File: src/rtl/mult_responder.sv
// -----------------------------------------------------------------------------
// mult_responder
//
// Responder end of the multiplier request/ack protocol. It accepts a signed
// 16x16 operand pair with one parity bit per operand and checks both parities.
// It then computes the signed 32-bit product with one shift-add step per cycle
// and returns the result, its parity and a one-cycle ready strobe.
//
// Handshake: in IDLE, a rising edge that samples req=1 captures the operands.
// ack is high for exactly the following cycle. req is ignored outside IDLE.
// The initiator drops req in the cycle it sees ack. If req is still high when
// the FSM returns to IDLE, that is treated as a new request. result_rdy is a
// one-cycle strobe that qualifies result / result_parity / arg_parity_error.
// Those three outputs then hold their values until the next accepted request
// clears them.
//
// Ports:
//   clk, rst_n        clock, asynchronous active-low reset
//   req               request from the initiator
//   arg_a, arg_b      two's-complement operands (16 bit)
//   arg_a_parity      must equal ^arg_a
//   arg_b_parity      must equal ^arg_b
//   ack               one-cycle accept pulse
//   result            signed product (32 bit), 0 on parity error
//   result_parity     ^result, 0 on parity error
//   result_rdy        one-cycle result-valid pulse
//   arg_parity_error  1 if either operand parity mismatched
//   dbg_state         current FSM state (IDLE=0, CALC=1, DONE=2, ERR=3)
// -----------------------------------------------------------------------------
module mult_responder (
    input  logic        clk,
    input  logic        rst_n,
    input  logic        req,
    input  logic [15:0] arg_a,
    input  logic        arg_a_parity,
    input  logic [15:0] arg_b,
    input  logic        arg_b_parity,
    output logic        ack,
    output logic [31:0] result,
    output logic        result_parity,
    output logic        result_rdy,
    output logic        arg_parity_error,
    output logic [1:0]  dbg_state
);

    typedef enum logic [1:0] {
        S_IDLE = 2'd0,
        S_CALC = 2'd1,
        S_DONE = 2'd2,
        S_ERR  = 2'd3
    } state_t;

    state_t      r_state;
    state_t      w_next_state;

    logic [15:0] r_mag_a;
    logic [15:0] r_mag_b;
    logic        r_neg;
    logic [3:0]  r_cnt;
    logic [31:0] r_acc;
    logic        r_ack;
    logic [31:0] r_result;
    logic        r_result_parity;
    logic        r_rdy;
    logic        r_perr;

    logic        w_par_ok;
    logic [15:0] w_mag_a;
    logic [15:0] w_mag_b;
    logic [31:0] w_final;

    // Checking the live inputs on the accepting edge gives the same answer as
    // checking the captured copy, and lets the FSM branch straight to CALC/ERR.
    assign w_par_ok = ((^arg_a) == arg_a_parity) && ((^arg_b) == arg_b_parity);

    // Magnitudes as unsigned 16-bit values. -32768 maps to 0x8000, which is
    // still its correct unsigned magnitude, so no extra bit is needed.
    assign w_mag_a = arg_a[15] ? (~arg_a + 16'd1) : arg_a;
    assign w_mag_b = arg_b[15] ? (~arg_b + 16'd1) : arg_b;

    // The largest magnitude product is 2^30, so the 32-bit negation cannot
    // overflow.
    assign w_final = r_neg ? (~r_acc + 32'd1) : r_acc;

    // State register
    always_ff @(posedge clk or negedge rst_n) begin
        if (!rst_n) begin
            r_state <= S_IDLE;
        end else begin
            r_state <= w_next_state;
        end
    end

    // Next-state logic
    always_comb begin
        w_next_state = r_state;
        case (r_state)
            S_IDLE: begin
                if (req) begin
                    w_next_state = w_par_ok ? S_CALC : S_ERR;
                end
            end
            S_CALC: begin
                if (r_cnt == 4'd15) begin
                    w_next_state = S_DONE;
                end
            end
            S_DONE:  w_next_state = S_IDLE;
            S_ERR:   w_next_state = S_IDLE;
            default: w_next_state = S_IDLE;
        endcase
    end

    // Datapath and registered outputs
    always_ff @(posedge clk or negedge rst_n) begin
        if (!rst_n) begin
            r_mag_a         <= 16'd0;
            r_mag_b         <= 16'd0;
            r_neg           <= 1'b0;
            r_cnt           <= 4'd0;
            r_acc           <= 32'd0;
            r_ack           <= 1'b0;
            r_result        <= 32'd0;
            r_result_parity <= 1'b0;
            r_rdy           <= 1'b0;
            r_perr          <= 1'b0;
        end else begin
            r_ack <= 1'b0;
            r_rdy <= 1'b0;
            case (r_state)
                S_IDLE: begin
                    if (req) begin
                        r_ack           <= 1'b1;
                        r_mag_a         <= w_mag_a;
                        r_mag_b         <= w_mag_b;
                        r_neg           <= arg_a[15] ^ arg_b[15];
                        r_cnt           <= 4'd0;
                        r_acc           <= 32'd0;
                        r_result        <= 32'd0;
                        r_result_parity <= 1'b0;
                        r_perr          <= 1'b0;
                    end
                end
                S_CALC: begin
                    // Step i adds mag_a shifted by i when bit i of mag_b is set.
                    if (r_mag_b[r_cnt]) begin
                        r_acc <= r_acc + ({16'd0, r_mag_a} << r_cnt);
                    end
                    r_cnt <= r_cnt + 4'd1;
                end
                S_DONE: begin
                    r_result        <= w_final;
                    r_result_parity <= ^w_final;
                    r_rdy           <= 1'b1;
                end
                S_ERR: begin
                    r_result        <= 32'd0;
                    r_result_parity <= 1'b0;
                    r_perr          <= 1'b1;
                    r_rdy           <= 1'b1;
                end
                default: ;
            endcase
        end
    end

    assign ack              = r_ack;
    assign result           = r_result;
    assign result_parity    = r_result_parity;
    assign result_rdy       = r_rdy;
    assign arg_parity_error = r_perr;
    assign dbg_state        = r_state;

endmodule

File: config.mk
export PLATFORM = sky130hd
export DESIGN_NAME = mult_responder
export DESIGN_NICKNAME = d
export VERILOG_FILES = /design/src/rtl/mult_responder.sv
export SDC_FILE = /design/constraint.sdc
export NUM_CORES = 1
export LEC_CHECK = 0
export CAP_MARGIN = 40
export CORE_MARGIN = 3
export CORE_UTILIZATION = 55
export CTS_CLUSTER_SIZE = 14
export DETAILED_ROUTE_END_ITERATION = 16
export PLACE_DENSITY = 0.82
export SETUP_SLACK_MARGIN = 0.4
export SKIP_CTS_REPAIR_TIMING = 1
export SYNTH_ARGS = -nofsm -noshare
export SYNTH_HDL_FRONTEND = slang
export SYNTH_SLANG_ARGS = --single-unit
File: constraint.sdc
create_clock -name clk -period 13.65 [get_ports clk]
set_input_delay 3.4125 -clock clk [delete_from_list [all_inputs] [get_ports clk]]
set_output_delay 3.4125 -clock clk [all_outputs]
set_load 0.02 [all_outputs]
==> results.json, run 1 <==
{
  "critPathArrivalTime_ns": 6.22,
  "track_usage_pct": 22.5,
  "drc": 0,
  "async_flop_share_pct": 100,
  "r2r_setup_slack_ns": 8.70,
  "insertion_delay_ns": 0.37,
  "period_needed_ns": 6.01,
  "row_count": 45,
  "ys_warn_count": 0,
  "leakage_nw": 4.44,
  "synth-seq-cells": 107,
  "ys_seq_area_share_pct": 31.0,
  "syn2layout_area_growth_pct": 14.1,
  "layout.nets": 1145,
  "clk_path_buf_depth": 2,
  "synth_cell_types": 68,
  "nFillCells": 1320,
  "path_clk_slew_ns": 0.07,
  "grt_pass1_wl_microns": 32700,
  "diodes": 0,
  "setup_viol": 0,
  "hold_path_class": "flip-flop to flip-flop",
  "overflow": 0,
  "start_util_pct": 56.6,
  "final_area_sq_mm": 0.00986,
  "drtIter0Drc": 573,
  "syn_avg_cell_area_sq_um": 8.47,
  "ir_worst_vdd_uv": 167,
  "cts_root_buf": "clkbuf_16",
  "slew_violations": 0,
  "cts_buffers": 9,
  "io_buffer_count": 74,
  "setup-tns-final_ns": 0,
  "whs_path_depth": 2,
  "tightest_slew_ns": 0.866,
  "status": "complete, no violations",
  "fin_crit_sh_pct": 44.0,
  "r2r-end": "r_acc[30]",
  "slew_headroom_pct": 42.3,
  "num_vias": 7345,
  "drt_first_pass_iters": 5,
  "cts_sinks": 107,
  "reg2reg_from": "r_cnt[1]",
  "grt_pass1_vias": 6996,
  "grt_max_degree": 91,
  "synth_area_sq_mm": 0.00864,
  "routed_wirelength_microns": 19300,
  "core-area_sq_mm": 0.0153,
  "rsz0062_at_grt": "no",
  "cts_tree": "done",
  "synthesis.nets": 1105,
  "ys.flop_type": "dfrtp_1",
  "cp_max_fo": 3,
  "wl_per_cell_microns": 15.1,
  "crit_type": "input pin to flip-flop",
  "placed_area_sq_mm": 0.00953,
  "cap_violations": 0,
  "gp_congestion": 0.893,
  "vias_per_cell": 5.76,
  "die-area_sq_mm": 0.0172,
  "htreeDepth": 3,
  "dp_hpwl_microns": 14700,
  "antenna_found_initial": 0,
  "final_antenna_net_count": 0,
  "end_kind": "flip-flop",
  "critPathRequiredTime_ns": 13.87,
  "worstSetupStartpointType": "input pin",
  "clock_skew_ns": 0.00873,
  "fp.dieH_microns": 131,
  "hold_violations": 0,
  "power_density_mw_per_mm2": 275,
  "die_w_microns": 131,
  "layout_common_cells": "nand2_1, o21ai_0, dfrtp_1",
  "mostFrequentLayoutCell": "nand2_1",
  "synth_cells": 1020,
  "fmaxAchievable_ghz": 0.166,
  "synth_edf_count": 0,
  "drive_gt1_share_pct": 6.38,
  "hold_end": "result[26]",
  "ios": 75,
  "critPathLaunch": "arg_b[2]",
  "hold_path_startpoint": "result[26]",
  "rr_worst_depth": 14
}
critical path, cell delays in order:
cell	delay [ns]
clkdlybuf4s50_1	0.45
or3_1	0.40
or3_1	0.33
or3_1	0.33
or3_1	0.32
or3_1	0.33
or3_1	0.33
nand2_1	0.09
xnor2_1	0.12
o21ai_0	0.08
area by class of cell:
type	instances	area [sq um]	share of cell area, %
repair buffers	87	888	9.01
well taps	211	264	2.68
inverters	54	203	2.06
clock buffers	9	225	2.28
clock inverters	7	93.8	0.952
flip-flops and latches	107	2680	27.2
multi-input cells	801	5510	55.9
synth_stat cells, types with 6 or more instances:
| cell type | number | area share [%] |
|---|---|---|
| o41ai_1 | 6 | 0.61 |
| nor2b_1 | 10 | 0.72 |
| nand2_1 | 142 | 6.2 |
| mux2i_1 | 17 | 2.0 |
| o21ai_0 | 115 | 6.7 |
| a31oi_1 | 7 | 0.51 |
| or3_1 | 19 | 1.4 |
| buf_1 | 9 | 0.39 |
| nor3_1 | 12 | 0.70 |
| a211oi_1 | 9 | 0.78 |
| nand3_1 | 29 | 1.7 |
| nor2_1 | 49 | 2.1 |
| inv_1 | 54 | 2.3 |
| nand2b_1 | 10 | 0.72 |
| a21o_1 | 22 | 1.9 |
| or2_2 | 8 | 0.58 |
| dfrtp_1 | 107 | 31 |
| clkbuf_1 | 41 | 1.8 |
| a21oi_1 | 42 | 2.4 |
| xnor2_1 | 75 | 7.6 |
| nor3b_1 | 6 | 0.52 |
| o31ai_1 | 26 | 2.3 |
| mux4_2 | 10 | 2.6 |
| or4_1 | 9 | 0.78 |
| xor2_1 | 43 | 4.4 |
| o21a_1 | 10 | 0.87 |
| ha_1 | 47 | 6.8 |
| mux2_2 | 8 | 1.0 |
sequential cells by signal, indices dropped and copies added, names as in the netlist:
register and count:
result 32, dbg_state 2, r_acc 32, arg_parity_error 1
r_mag_a 16, result_rdy 1, r_mag_b 16, r_cnt 4
ack 1, result_parity 1, r_neg 1
metal layers:
| metal | track usage, % | part of all wire [%] |
|---|---|---|
| met5 | 0 | 0 |
| met4 | 6.48 | 2.0 |
| met3 | 3.25 | 4.4 |
| met2 | 38.7 | 48 |
| met1 | 29.7 | 46 |
through the flow:
step                      hold WS (ns)  total power, W  setup WS (ns)  utilization [%]  std cells
after floorplan                  0.445         0.00198           7.89                -       1020
after detailed placement         0.469         0.00243           7.25             62.4       1259
after global placement           0.456         0.00236           7.33             62.0       1256
after CTS                        0.487         0.00272           7.63             64.5       1275
final                            0.479         0.00271           7.64             64.6       1276
after global routing             0.508         0.00293           7.51             64.6       1276
power by group:
part | total (W) | internal (W) | switching, W
sequential | 0.000599 | 0.000446 | 0.000152
clock | 0.000278 | 0.000147 | 0.000131
combinational | 0.00184 | 0.000855 | 0.000981
kinds of logic (layout without fill, tap and decap cells):
logic type               Yosys count  in the layout  synth area share [%]
XOR/XNOR                         123            123                  13.2
multiplexers                      35             35                  5.62
AND/OR/NAND/NOR                  327            327                  18.6
adder cells (fa/ha/maj)           48             48                  7.04
AO/OA/AOI/OAI                    268            268                  19.2
buffers and inverters            112            157                  5.33
flip-flops                       107            107                  31.0
how the worst max path moves through the flow:
| stage | end | slack [ns] | cells after the start |
|---|---|---|---|
| 5_1_grt | r_mag_b[13] | 7.51 | 10 |
| 3_5_place_dp | r_mag_b[13] | 7.25 | 10 |
| 4_1_cts | r_mag_b[13] | 7.63 | 10 |
| 6_report | r_mag_b[13] | 7.64 | 10 |
| 2_1_floorplan | r_mag_a[13] | 7.89 | 9 |
| 3_3_place_gp | r_mag_b[13] | 7.33 | 10 |
Note: power is estimated with default switching activity, not from simulation.
==> inputs of run 2 (changes only) <==
--- a/config.mk
+++ b/config.mk
@@ -7,10 +7,10 @@
 export LEC_CHECK = 0
 export CAP_MARGIN = 40
 export CORE_MARGIN = 3
-export CORE_UTILIZATION = 55
+export CORE_UTILIZATION = 54
 export CTS_CLUSTER_SIZE = 14
 export DETAILED_ROUTE_END_ITERATION = 16
-export PLACE_DENSITY = 0.82
+export PLACE_DENSITY = 0.84
 export SETUP_SLACK_MARGIN = 0.4
 export SKIP_CTS_REPAIR_TIMING = 1
 export SYNTH_ARGS = -nofsm -noshare
==> constraint.sdc (replaced) <==
create_clock -name clk -period 5.1 [get_ports clk]
set_input_delay 1.275 -clock clk [delete_from_list [all_inputs] [get_ports clk]]
set_output_delay 1.275 -clock clk [all_outputs]
set_load 0.02 [all_outputs]
==> run 2 against run 1 <==
Net effect:
- first-iteration DRC count is 29% lower
- die area increased by 1.8%
- cell area fell by 0.42%
- worst setup slack worse by 7.0 ns
- sequential cell count is the same
- sequential power grew to 2.7 times the previous value
- critical endpoint is now r_acc[29]
- largest cell class unchanged
- highest routed layer unchanged
==> results.json, run 2 (synthesis gave the netlist of run 1 again) <==
{
  "routed_wirelength_microns": 19300,
  "core-area_sq_mm": 0.0154,
  "slowest_stage": "dfrtp_1",
  "num_vias": 7362,
  "grt_pass1_wl_microns": 32500,
  "setup_viol": 0,
  "gp_congestion": 0.923,
  "crit_path_max_incr_delay_ns": 0.51,
  "setup-tns-final_ns": 0,
  "diodes": 0,
  "nFillCells": 1336,
  "crit_chain": "buf_4 > mux2_2 > o21ai_0 > mux2i_1 > nor2_1 > a21oi_1 > ha_1 > nand3_1 > or4_1 > o21ai_1 > a2111oi_2 > buf_4 > o311ai_0 > mux2i_1 > nand2_1",
  "power_density_mw_per_mm2": 736,
  "slew_violations": 0,
  "htreeDepth": 3,
  "track_usage_pct": 22.3,
  "final_area_sq_mm": 0.00982,
  "worstSetupStartpointType": "flip-flop",
  "drt_first_pass_iters": 5,
  "antenna_found_initial": 0,
  "period_needed_ns": 4.42,
  "cts_tree": "done",
  "clk_path_buf_depth": 2,
  "syn2layout_area_growth_pct": 13.6,
  "fp.dieH_microns": 132,
  "path_clk_slew_ns": 0.07,
  "layout.nets": 1148,
  "start_util_pct": 56.0,
  "layout_common_cells": "nand2_1, o21ai_0, dfrtp_1",
  "leakage_nw": 4.42,
  "grt_pass1_vias": 6948,
  "crit_type": "flip-flop to flip-flop",
  "status": "complete, no violations",
  "critPathArrivalTime_ns": 4.67,
  "row_count": 45,
  "cp_max_fo": 18,
  "vias_per_cell": 5.76,
  "final_antenna_net_count": 0,
  "end_kind": "flip-flop",
  "crit_buf_inv": 2,
  "tightest_slew_ns": 0.896,
  "cts_buffers": 9,
  "rsz0062_at_grt": "yes",
  "insertion_delay_ns": 0.36,
  "grt_max_degree": 67,
  "finalWorstSetupSlack_ns": 0.679,
  "cts_root_buf": "clkbuf_16",
  "mostFrequentLayoutCell": "nand2_1",
  "cap_violations": 0,
  "hold_path_class": "flip-flop to flip-flop",
  "drtIter0Drc": 407,
  "fmaxAchievable_ghz": 0.226,
  "drc": 0,
  "drive_gt1_share_pct": 7.02,
  "fin_cells": 1279,
  "fin_crit_sh_pct": 86.7,
  "slew_headroom_pct": 40.2,
  "die-area_sq_mm": 0.0176,
  "overflow": 0,
  "dp.cells": 1263,
  "placed_area_sq_mm": 0.00951,
  "cts_sinks": 107,
  "dp_hpwl_microns": 14700,
  "die_w_microns": 132,
  "ios": 75,
  "dp_slack_ns": 0.414,
  "crit_family": "compound AO/OA/AOI/OAI gates",
  "io_buffer_count": 74,
  "critPathRequiredTime_ns": 5.34,
  "ir_worst_vdd_uv": 521,
  "clock_skew_ns": 0.00782,
  "r2r_setup_slack_ns": 0.68,
  "wl_per_cell_microns": 15.1,
  "hold_violations": 0
}
-- run 2: path summary, 6_finish.rpt --
path                              end  startpoint  cells past startpoint
max                         r_acc[29]    r_cnt[1]                     15
min                        result[30]  result[30]                      2
max reg2reg                 r_acc[29]    r_cnt[1]                     15
min reg2reg                result[30]  result[30]                      2
max in group asynchronous    r_cnt[0]       rst_n                      2
min in group asynchronous   result[8]       rst_n                      1
-- run 2: per-stage QoR --
step / hold WS (ns) / total power [W] / util [%]
5_1_grt: 0.507 / 0.00782 / 63.6
3_3_place_gp: 0.457 / 0.00635 / 61.6
6_report: 0.479 / 0.00723 / 63.6
3_5_place_dp: 0.468 / 0.00647 / 61.6
4_1_cts: 0.484 / 0.00722 / 63.5
2_1_floorplan: 0.445 / 0.00530 / -
-- run 2: where the power goes --
| part | internal [W] | total [W] | leakage, nW | switching [W] |
|---|---|---|---|---|
| Clock | 0.000363 | 0.000691 | 0.139 | 0.000328 |
| Combinational | 0.00229 | 0.00490 | 2.87 | 0.00260 |
| Sequential | 0.00120 | 0.00164 | 1.41 | 0.000442 |
| Total | 0.00385 | 0.00723 | 4.42 | 0.00337 |
-- run 2: worst reg2reg max path: stages, from the launching register on --
cell and delay [ns]:
dfrtp_1 0.51, buf_4 0.29, mux2_2 0.38, o21ai_0 0.26, mux2i_1 0.16, nor2_1 0.14
a21oi_1 0.07, ha_1 0.41, nand3_1 0.15, or4_1 0.51, o21ai_1 0.41, a2111oi_2 0.16
buf_4 0.18, o311ai_0 0.41, mux2i_1 0.23, nand2_1 0.06
-- run 2: cell type report --
cell class	instances	area, sq um	share of cell area, %
Inverter	54	203	2.07
Multi-Input combinational cell	801	5520	56.2
Sequential cell	107	2680	27.3
Clock buffer	11	253	2.57
Tap cell	211	264	2.69
Timing Repair Buffer	90	858	8.74
Clock inverter	5	41.3	0.421
-- run 2: per-layer routing --
| layer | up-vias | track usage [%] | wire length [microns] |
|---|---|---|---|
| li1 | 3686 | - | - |
| met1 | 3406 | 29.1 | 8580 |
| met2 | 221 | 37.1 | 9010 |
| met4 | 0 | 9.47 | 684 |
| met5 | - | 0 | 0 |
| met3 | 49 | 3.46 | 1030 |
==> inputs of run 3 (changes only) <==
--- a/config.mk
+++ b/config.mk
@@ -8,7 +8,6 @@
 export CAP_MARGIN = 40
 export CORE_MARGIN = 3
 export CORE_UTILIZATION = 54
-export CTS_CLUSTER_SIZE = 14
 export DETAILED_ROUTE_END_ITERATION = 16
 export PLACE_DENSITY = 0.84
 export SETUP_SLACK_MARGIN = 0.4
==> results of run 3 <==
Final layout, timing and power as in run 2 (identical DEF).
